**config.mk**
```make
export PLATFORM = sky130hd
export DESIGN_NAME = pipe_tx_scrambler
export DESIGN_NICKNAME = d
export VERILOG_FILES = /design/src/rtl/pipe_tx_scrambler.sv
export SDC_FILE = /design/constraint.sdc
export NUM_CORES = 1
export LEC_CHECK = 0
export ABC_AREA = 1
export CORE_ASPECT_RATIO = 0.9
export CORE_UTILIZATION = 45
export CTS_CLUSTER_SIZE = 8
export DETAILED_ROUTE_END_ITERATION = 12
export PLACE_DENSITY = 0.68
export SYNTH_ARGS = -nofsm -noshare
export SYNTH_HDL_FRONTEND = slang
export SYNTH_SLANG_ARGS = --single-unit
export TNS_END_PERCENT = 20
```
**constraint.sdc**
```tcl
create_clock -name pclk -period 3.53 [get_ports pclk]
set_clock_uncertainty 0.1 [all_clocks]
set_input_delay 0.353 -clock pclk [delete_from_list [all_inputs] [get_ports pclk]]
set_output_delay 0.353 -clock pclk [all_outputs]
set_load 0.01 [all_outputs]
```
**src/rtl/pipe_tx_scrambler.sv**
```systemverilog
// pipe_tx_scrambler: per-lane PIPE transmit scrambler.
// Gen1/2 use a 16-bit LFSR (one byte per cycle, COM/SKP aware); Gen3 uses a
// 23-bit LFSR with a block-type FSM (two bytes per cycle).
// Optional feature macro: SCRAMBLER_BYPASS_EN adds scrambleDisable, which
// passes data through unscrambled while the LFSR keeps tracking the link.
module pipe_tx_scrambler #(
    parameter logic [23:0] LANE_SEED            = 24'h1DBFBC,
    parameter logic [15:0] GEN12_SEED           = 16'hFFFF,
    parameter int          GEN3_WORDS_PER_BLOCK = 8
) (
    input  logic        pclk,
    input  logic        reset,
    input  logic [2:0]  generation,
    input  logic [31:0] inData,
    input  logic [3:0]  inDataK,
    input  logic [1:0]  inSyncHeader,
    input  logic        inBlockStart,
    input  logic        inDataValid,
`ifdef SCRAMBLER_BYPASS_EN
    input  logic        scrambleDisable,
`endif
    output logic [31:0] scramblerDataOut,
    output logic [3:0]  scramblerDataK,
    output logic [1:0]  scramblerSyncHeader,
    output logic        scramblerDataValid
);

    localparam int              WC_W    = (GEN3_WORDS_PER_BLOCK > 1) ? $clog2(GEN3_WORDS_PER_BLOCK) : 1;
    localparam logic [WC_W-1:0] WC_LAST = WC_W'(GEN3_WORDS_PER_BLOCK - 1);
    localparam logic [22:0]     SEED23  = LANE_SEED[22:0];
    localparam logic [22:0]     TAPS23  = 23'h210125;
    localparam logic [15:0]     TAPS16  = 16'h0039;
    localparam logic [7:0]      SYM_COM     = 8'hBC;
    localparam logic [7:0]      SYM_SKP     = 8'h1C;
    localparam logic [7:0]      SYM_SKP_END = 8'hE1;
    localparam logic [7:0]      ID_EIEOS    = 8'h00;
    localparam logic [7:0]      ID_SKP      = 8'hAA;

    typedef enum logic [2:0] {
        WAIT_BLK,
        DATA_BLK,
        OS_BLK,
        SKP_BLK,
        EIEOS_BLK
    } blk_state_t;

    // Galois step of x^16+x^5+x^4+x^3+1 over one byte: {keystream byte, next LFSR}.
    function automatic logic [23:0] step16(input logic [15:0] l);
        logic [15:0] s;
        logic [7:0]  ks;
        logic        b;
        s  = l;
        ks = '0;
        for (int i = 0; i < 8; i++) begin
            b     = s[15];
            ks[i] = b;
            s     = {s[14:0], 1'b0} ^ (b ? TAPS16 : 16'h0000);
        end
        return {ks, s};
    endfunction

    // Galois step of x^23+x^21+x^16+x^8+x^5+x^2+1 over one byte: {keystream byte, next LFSR}.
    function automatic logic [30:0] step23(input logic [22:0] l);
        logic [22:0] s;
        logic [7:0]  ks;
        logic        b;
        s  = l;
        ks = '0;
        for (int i = 0; i < 8; i++) begin
            b     = s[22];
            ks[i] = b;
            s     = {s[21:0], 1'b0} ^ (b ? TAPS23 : 23'h000000);
        end
        return {ks, s};
    endfunction

    logic            scr_en;
    logic            unused_bits;
    logic [2:0]      prev_gen;
    logic [15:0]     lfsr16, lfsr16_nxt, l16;
    logic [22:0]     lfsr23, lfsr23_nxt, l23;
    blk_state_t      state, state_nxt, cur_state, blk;
    logic [WC_W-1:0] word_cnt, wc_nxt, cur_wc, idx;
    logic            gen_change, blk_last;
    logic [23:0]     r16;
    logic [30:0]     r23a, r23b;
    logic [7:0]      ks_a, ks_b;
    logic [31:0]     data_p0;
    logic [3:0]      k_p0;
    logic [1:0]      sh_p0;
    logic            vld_p0;

`ifdef SCRAMBLER_BYPASS_EN
    assign scr_en = ~scrambleDisable;
`else
    assign scr_en = 1'b1;
`endif

    // Upper symbol lanes are never used by this scrambler.
    assign unused_bits = ^{inDataK[3:1], inData[31:16]};

    // Next-state, LFSR update and stage-0 output data for the current input word.
    always_comb begin
        gen_change = (generation != prev_gen);
        l16        = gen_change ? GEN12_SEED : lfsr16;
        l23        = gen_change ? SEED23 : lfsr23;
        cur_state  = gen_change ? WAIT_BLK : state;
        cur_wc     = gen_change ? '0 : word_cnt;

        lfsr16_nxt = l16;
        lfsr23_nxt = l23;
        state_nxt  = cur_state;
        wc_nxt     = cur_wc;
        data_p0    = '0;
        k_p0       = '0;
        sh_p0      = scramblerSyncHeader;
        vld_p0     = 1'b0;
        blk        = WAIT_BLK;
        idx        = '0;
        blk_last   = 1'b0;
        r16        = '0;
        r23a       = '0;
        r23b       = '0;
        ks_a       = '0;
        ks_b       = '0;

        case (generation)
            3'd1, 3'd2: begin
                state_nxt = WAIT_BLK;
                wc_nxt    = '0;
                if (inDataValid) begin
                    vld_p0  = 1'b1;
                    k_p0[0] = inDataK[0];
                    r16     = step16(l16);
                    if (inDataK[0]) begin
                        data_p0[7:0] = inData[7:0];
                        if (inData[7:0] == SYM_COM)
                            lfsr16_nxt = GEN12_SEED;
                        else if (inData[7:0] != SYM_SKP)
                            lfsr16_nxt = r16[15:0];
                    end else begin
                        data_p0[7:0] = inData[7:0] ^ (r16[23:16] & {8{scr_en}});
                        lfsr16_nxt   = r16[15:0];
                    end
                end
            end
            3'd3: begin
                if (inDataValid) begin
                    vld_p0 = 1'b1;
                    if (inBlockStart) begin
                        // An abandoned EIEOS block still owes its LFSR reload.
                        if (cur_state == EIEOS_BLK)
                            l23 = SEED23;
                        sh_p0 = inSyncHeader;
                        if (inSyncHeader == 2'b10)
                            blk = DATA_BLK;
                        else if (inSyncHeader == 2'b01) begin
                            if (inData[7:0] == ID_EIEOS)
                                blk = EIEOS_BLK;
                            else if (inData[7:0] == ID_SKP)
                                blk = SKP_BLK;
                            else
                                blk = OS_BLK;
                        end else
                            blk = WAIT_BLK;
                    end else begin
                        blk = cur_state;
                        idx = cur_wc;
                    end

                    r23a          = step23(l23);
                    r23b          = step23(r23a[22:0]);
                    ks_a          = r23a[30:23] & {8{scr_en}};
                    ks_b          = r23b[30:23] & {8{scr_en}};
                    data_p0[15:0] = inData[15:0];
                    lfsr23_nxt    = l23;

                    case (blk)
                        DATA_BLK: begin
                            data_p0[15:0] = inData[15:0] ^ {ks_b, ks_a};
                            lfsr23_nxt    = r23b[22:0];
                        end
                        OS_BLK: begin
                            data_p0[15:0] = inData[15:0] ^ {ks_b, (idx == '0) ? 8'h00 : ks_a};
                            lfsr23_nxt    = r23b[22:0];
                        end
                        default: ;
                    endcase

                    if (blk == WAIT_BLK) begin
                        state_nxt = WAIT_BLK;
                        wc_nxt    = '0;
                    end else begin
                        blk_last = (idx == WC_LAST) ||
                                   ((blk == SKP_BLK) &&
                                    ((inData[7:0] == SYM_SKP_END) || (inData[15:8] == SYM_SKP_END)));
                        if (blk_last) begin
                            state_nxt = WAIT_BLK;
                            wc_nxt    = '0;
                            if (blk == EIEOS_BLK)
                                lfsr23_nxt = SEED23;
                        end else begin
                            state_nxt = blk;
                            wc_nxt    = idx + 1'b1;
                        end
                    end
                end
            end
            default: begin
                lfsr16_nxt = GEN12_SEED;
                lfsr23_nxt = SEED23;
                state_nxt  = WAIT_BLK;
                wc_nxt     = '0;
                sh_p0      = 2'b00;
            end
        endcase
    end

    // Block FSM, word counter, LFSRs and generation tracking.
    always_ff @(posedge pclk or posedge reset) begin
        if (reset) begin
            state    <= WAIT_BLK;
            word_cnt <= '0;
            lfsr16   <= GEN12_SEED;
            lfsr23   <= SEED23;
            prev_gen <= 3'd0;
        end else begin
            state    <= state_nxt;
            word_cnt <= wc_nxt;
            lfsr16   <= lfsr16_nxt;
            lfsr23   <= lfsr23_nxt;
            prev_gen <= generation;
        end
    end

    // Stage 0 -> registered PIPE output bus (one pclk latency).
    always_ff @(posedge pclk or posedge reset) begin
        if (reset) begin
            scramblerDataOut    <= '0;
            scramblerDataK      <= '0;
            scramblerSyncHeader <= '0;
            scramblerDataValid  <= 1'b0;
        end else begin
            scramblerDataOut    <= data_p0;
            scramblerDataK      <= k_p0;
            scramblerSyncHeader <= sh_p0;
            scramblerDataValid  <= vld_p0;
        end
    end

endmodule

```
==> flow_metrics.py, run 1 <==
metrics = {
    "clock_tree": {
        "clkTransAtPathRegs_ps": 60,
        "clk-insertion-delay-late_ps": 350,
        "cts_buffers": 9,
        "clk_path_buf_depth": 2,
        "cts_tree": "done",
        "clock_sinks": 68,
        "cts-htree-levels": 3,
        "root_buffer": "clkbuf_16",
    },
    "grt": {
        "grt_overflow": 0,
        "grt_max_degree": 46,
        "antenna_found_initial": 0,
        "grt_pass1_wl_um": 30100,
        "first_global_vias": 5600,
        "track_usage_pct": 28.7,
    },
    "synthesis": {
        "synth_edf_count": 0,
        "yosys_warnings": 0,
        "synth_area_um2": 6000,
        "synthTopCellsByCount": "nand2_1, inv_1, nor2_1, nand3_1, o21ai_0",
        "ys_top_cells_by_area": "dfrtp_1, dfstp_2, nand2_1",
        "yosysMostFrequentCell": "nand2_1",
        "seq_area_frac_synth_pct": 29.0,
        "avgSynthCellArea_um2": 6.81,
        "ys_ff_latch": 68,
        "synthCells": 881,
        "ys.flop_type": "dfrtp_1",
        "synth_area_leader_cell": "dfrtp_1",
        "async_flop_share_pct": 100,
        "yosysTopAreaCellShare_pct": 15.0,
        "synth_cell_types": 51,
    },
    "power": {
        "p_leak_nw": 3.41,
        "powerDensity_nw_per_um2": 309,
        "ir_worst_vdd_uv": 231,
    },
    "run": {
        "drv_cap": 0,
    },
    "critical_path": {
        "endpoint_kind": "flip-flop",
        "r2r_start": "prev_gen[2]$_DFF_PP0_",
        "critPathArrivalTime_ps": 3430,
        "path_max_fanout": 7,
        "reg2reg_to": "lfsr23[21]$_DFF_PP0_",
        "worst-r2r-setup-slack_ps": 450,
        "path_class": "input port to flip-flop",
        "reg2reg_depth": 23,
        "required_ps": 3670,
        "start_kind": "input port",
    },
    "detailed_routing": {
        "antenna_left": 0,
        "detail_route.vias_per_cell": 5.41,
        "drc": 0,
        "firstDrtPassIters": 5,
        "vias": 6326,
        "drtIter0Drc": 645,
        "wl_um": 19000,
        "wl_per_cell_um": 16.2,
    },
    "finish": {
        "layout-drive-gt1-share_pct": 22.2,
        "final_nets": 1048,
        "syn_to_final_growth_pct": 25.0,
        "insertedDiodeCount": 0,
    },
    "floorplanning": {
        "die-area_um2": 13800,
        "die_w_um": 124,
        "rows": 39,
        "core_area_um2": 12800,
        "die_h_um": 112,
        "pin_count": 84,
        "initial_utilization_pct": 46.7,
    },
    "sta": {
        "hold_slack_ps": 273,
        "setup_viol": 0,
        "period_needed_ps": 3290,
        "rsz0062_at_grt": "true",
        "timing.final.crit_share_pct": 93.1,
        "finalWorstSetupSlack_ps": 242,
        "slew_headroom_pct": 49.3,
        "hold_violations": 0,
        "timing.fmax_mhz": 304,
        "tightest_slew_ps": 760,
        "drv_slew": 0,
    },
    "placed_design": {
        "numPortBuffers": 45,
        "place_hpwl_um": 14400,
        "preCtsSetupSlack_ps": -69.1,
        "gp_congestion": 0.960,
    },
    "outcome": {
        "status": "finished clean",
    },
    "min_path": {
        "hold_path_class": "input port to async pin",
    },
}
[report_power, final]
part	total, mW	leakage [nW]	internal (mW)	switching (mW)
registers	0.837	0.825	0.824	0.0131
logic	0.573	2.44	0.216	0.357
clock network	0.909	0.146	0.552	0.357
[logic make-up (layout without fill, tap and decap cells)]
| family | after synthesis | in the layout | synth area share [%] |
|---|---|---|---|
| other cells | 1 | 19 | 0.0625 |
| xor+xnor | 38 | 38 | 5.86 |
| fa+ha+maj | 3 | 3 | 0.626 |
| compound gates | 186 | 186 | 18.5 |
| simple gates | 430 | 430 | 34.8 |
| buf+inv | 155 | 261 | 11.1 |
| flops | 68 | 68 | 29.0 |
[area by class of cell]
| class | count | area [µm²] |
|---|---|---|
| repair buffers | 137 | 1190 |
| flip-flops and latches | 68 | 1740 |
| clock buffers | 15 | 288 |
| fillers | 1214 | 5340 |
| multi-input cells | 676 | 3660 |
| inverters | 108 | 405 |
| clock inverters | 1 | 5.00 |
| well taps | 164 | 205 |
[critical path, stage by stage]
cell and delay (ps):
clkdlybuf4s50_1 550, inv_2 70, nand2_1 60, nand2_1 80, nor2_4 150, o211ai_1 120, nand2_2 230, nand3_2 200
nand3_1 210, nand2_4 100, nand2_1 80, nand2_2 100, nand2_2 110, nand3_2 120, nand2_4 130, buf_12 110
xor2_1 220, nand3_1 120, nand3_1 130, nand2_1 80, nand2_1 60, nand2_1 40
[flip-flops by register name (all words and copies together), names as in the netlist]
name                 count
scramblerDataValid       1
scramblerSyncHeader      2
prev_gen                 3
state                    3
word_cnt                 3
scramblerDataK           1
lfsr16                  16
lfsr23                  23
scramblerDataOut        16
[repair_timing]
action                     in CTS  in global routing
setup endpoints to repair       0                  5
gates resized for setup         0                  2
setup buffers                   0                  0
hold buffers                    0                  0
[layer usage]
metal / global-route usage, % / share of wire, % / up-vias
met5: 0 / 0 / -
met4: 6.43 / 1.2 / 0
met3: 5.64 / 9.4 / 20
met2: 39.8 / 41 / 293
met1: 45.0 / 48 / 2903
li1: - / - / 3110
[per-stage QoR]
step	utilization [%]	std cells	power, mW	setup TNS (ps)	instance area (µm²)
6_report	58.4	1169	2.32	0	7500
5_1_grt	58.4	1169	2.43	-66.1	7500
4_1_cts	58.4	1169	2.32	0	7490
3_5_place_dp	56.1	1153	1.41	-216	7200
3_3_place_gp	56.1	1153	1.41	-71.1	7200
2_1_floorplan	-	899	1.19	0	6070
[placed cells by master (no fill, tap or decap), types with 11 or more instances in the layout]
master / n
a21oi_1: 57
buf_4: 88
clkdlybuf4s50_1: 45
conb_1: 19
dfrtp_1: 36
dfstp_2: 32
inv_1: 91
inv_2: 15
nand2_1: 191
nand2_2: 23
nand2_4: 11
nand3_1: 70
nand3_2: 11
nor2_1: 77
o21ai_0: 67
xor2_1: 33
[worst max path at each step]
| stage | startpoint | to | slack [ps] | cells after the start |
|---|---|---|---|---|
| 2_1_floorplan | prev_gen[1]$_DFF_PP0_ | lfsr23[3]$_DFF_PP1_ | 800 | 18 |
| 3_3_place_gp | generation[1] | lfsr23[17]$_DFF_PP0_ | -40 | 22 |
| 3_5_place_dp | generation[1] | lfsr23[17]$_DFF_PP0_ | -70 | 24 |
| 4_1_cts | generation[1] | lfsr23[17]$_DFF_PP0_ | 260 | 24 |
| 5_1_grt | generation[1] | lfsr23[21]$_DFF_PP0_ | -50 | 22 |
| 6_report | generation[1] | lfsr23[21]$_DFF_PP0_ | 240 | 22 |
Note: power is estimated with default switching activity, not from simulation.
==> inputs of run 2 (changes only) <==
==> constraint.sdc (replaced) <==
create_clock -name pclk -period 3.53 [get_ports pclk]
set_clock_uncertainty 0.1 [all_clocks]
set_input_delay 0.353 -clock pclk [delete_from_list [all_inputs] [get_ports pclk]]
set_output_delay 0.353 -clock pclk [all_outputs]
set_load 0.1 [all_outputs]
==> results of run 2 <==
The final DEF is identical to that of run 1. Status: finished clean.
Among the figures that moved: total power 2.32 mW -> 2.46 mW; worst IR drop on VDD 231 µV -> 232 µV
==> inputs of run 3 (changes only) <==
--- a/config.mk
+++ b/config.mk
@@ -6,7 +6,9 @@
 export NUM_CORES = 1
 export LEC_CHECK = 0
 export ABC_AREA = 1
+export CAP_MARGIN = 20
 export CORE_ASPECT_RATIO = 0.9
+export CORE_MARGIN = 8
 export CORE_UTILIZATION = 45
 export CTS_CLUSTER_SIZE = 8
 export DETAILED_ROUTE_END_ITERATION = 12
==> flow_metrics.py, run 3 (synthesis gave the netlist of run 1 again) <==
metrics = {
    "critical_path": {
        "critPathArrivalTime_ps": 3360,
        "start_kind": "input port",
        "worst-r2r-setup-slack_ps": 450,
        "path_class": "input port to flip-flop",
        "endpoint_kind": "flip-flop",
        "required_ps": 3650,
        "critPathSlowestCell": "clkdlybuf4s50_1",
        "cp_top_family": "simple AND/OR/NAND/NOR gates",
        "cp_common_cell": "nand2_1",
        "path_max_fanout": 6,
        "max_stage_delay_ps": 560,
        "cp_num_buf_inv": 5,
    },
    "grt": {
        "grt_overflow": 0,
        "antenna_found_initial": 0,
        "first_global_vias": 5836,
        "grt_max_degree": 42,
        "track_usage_pct": 22.0,
        "grt_pass1_wl_um": 30400,
    },
    "finish": {
        "fillers": 1236,
        "multi_input_area_um2": 3690,
        "top_regs": "lfsr23 x23, lfsr16 x16, scramblerDataOut x16",
        "largest_register": "lfsr23",
        "final_nets": 1036,
        "insertedDiodeCount": 0,
        "syn_to_final_growth_pct": 24.7,
        "layout_commonest_cell": "nand2_1",
        "mostFrequentLayoutCells": "nand2_1, inv_1, nor2_1, buf_4, nand3_1",
        "final_core_util_pct": 56.8,
        "largest_reg_flops": 23,
        "layout-drive-gt1-share_pct": 21.3,
        "seq_area_um2": 1740,
        "stdcell_count": 1161,
        "post-route-cell-area_um2": 7480,
    },
    "detailed_routing": {
        "antenna_left": 0,
        "wl_um": 19100,
        "drtIter0Drc": 775,
        "wl_per_cell_um": 16.5,
        "drc": 0,
        "detail_route.vias_per_cell": 5.51,
        "vias": 6397,
        "firstDrtPassIters": 5,
    },
    "floorplanning": {
        "die_w_um": 138,
        "initial_utilization_pct": 45.6,
        "rows": 40,
        "core_area_um2": 13200,
        "die-area_um2": 17300,
        "die_h_um": 126,
        "pin_count": 84,
    },
    "power": {
        "p_leak_nw": 3.39,
        "p_seq_share_pct": 32.8,
        "pwr-share-comb_pct": 27.0,
        "switching_power_mw": 0.874,
        "clkPwrFrac_pct": 40.2,
        "powerDensity_nw_per_um2": 341,
        "sw_frac_of_total_pct": 34.2,
        "ir_worst_vdd_uv": 221,
        "p_int_mw": 1.68,
    },
    "clock_tree": {
        "root_buffer": "clkbuf_16",
        "cts_buffers": 9,
        "clk_path_buf_depth": 2,
        "clkTransAtPathRegs_ps": 70,
        "clk-insertion-delay-late_ps": 350,
        "cts_hold_buf": 0,
        "cts-htree-levels": 3,
        "clock_sinks": 68,
        "cts_tree": "done",
    },
    "placed_design": {
        "numPortBuffers": 45,
        "place_hpwl_um": 14300,
        "postPlaceCellArea_um2": 7090,
        "gp_congestion": 0.941,
        "placed_cells": 1143,
    },
    "min_path": {
        "hold_path_class": "input port to async pin",
    },
    "sta": {
        "fin_setup_tns_ps": 0,
        "setup_viol": 0,
        "tightest_slew_ps": 981,
        "rsz0062_at_grt": "false",
        "hold_slack_ps": 94.0,
        "timing.fmax_mhz": 308,
        "slew_headroom_pct": 34.4,
        "hold_violations": 0,
        "timing.final.crit_share_pct": 91.9,
        "drv_slew": 0,
        "period_needed_ps": 3240,
    },
    "outcome": {
        "status": "finished clean",
    },
    "run": {
        "drv_cap": 0,
    },
}
[run 3: worst paths after layout]
path | from | cells after the start | end
worst max-delay path | generation[1] | 25 | lfsr23[0]$_DFF_PP0_
worst min-delay path | reset | 2 | state[0]$_DFF_PP0_
worst max register to register | prev_gen[2]$_DFF_PP0_ | 24 | lfsr23[17]$_DFF_PP0_
worst min register to register | scramblerSyncHeader[0]$_DFFE_PP0P_ | 2 | scramblerSyncHeader[0]$_DFFE_PP0P_
max in group asynchronous | reset | 3 | lfsr23[13]$_DFF_PP1_
min in group pclk | generation[2] | 1 | prev_gen[2]$_DFF_PP0_
[run 3: cell type report]
type,instances,area share (%)
timing repair buffer,125,14.8
clock inverter,4,0.970
multi-input combinational,676,49.3
sequential,68,23.3
clock buffer,12,3.43
inverter,108,5.42
tap,168,2.81
[run 3: per-stage QoR]
stage	setup slack, ps	power [mW]
2_1_floorplan	804	1.33
3_3_place_gp	-18.4	1.52
3_5_place_dp	-62.9	1.52
4_1_cts	291	2.55
5_1_grt	21.6	2.65
6_report	286	2.55
[run 3: routing by layer]
metal  routed length [µm]  GRT usage (%)  part of all wire (%)
met5                    0              0                     0
met4                  421           7.96                   2.2
met3                 2120           4.60                    11
met2                 7720           30.1                    40
met1                 8860           32.9                    46
[run 3: power groups by stage]
| stage | clock network, mW | registers (mW) | logic, mW |
|---|---|---|---|
| 2_1_floorplan | 0 | 0.911 | 0.423 |
| 4_1_cts | 1.04 | 0.837 | 0.678 |
| 6_report | 1.03 | 0.837 | 0.689 |
| 3_5_place_dp | 0 | 0.850 | 0.674 |
| 5_1_grt | 1.07 | 0.840 | 0.744 |
| 3_3_place_gp | 0 | 0.848 | 0.669 |
[run 3: repair_timing]
| item | in CTS | in global routing |
|---|---|---|
| resized for setup | 0 | 9 |
| buffers inserted | 0 | 2 |
| endpoints found under the setup margin | 0 | 2 |
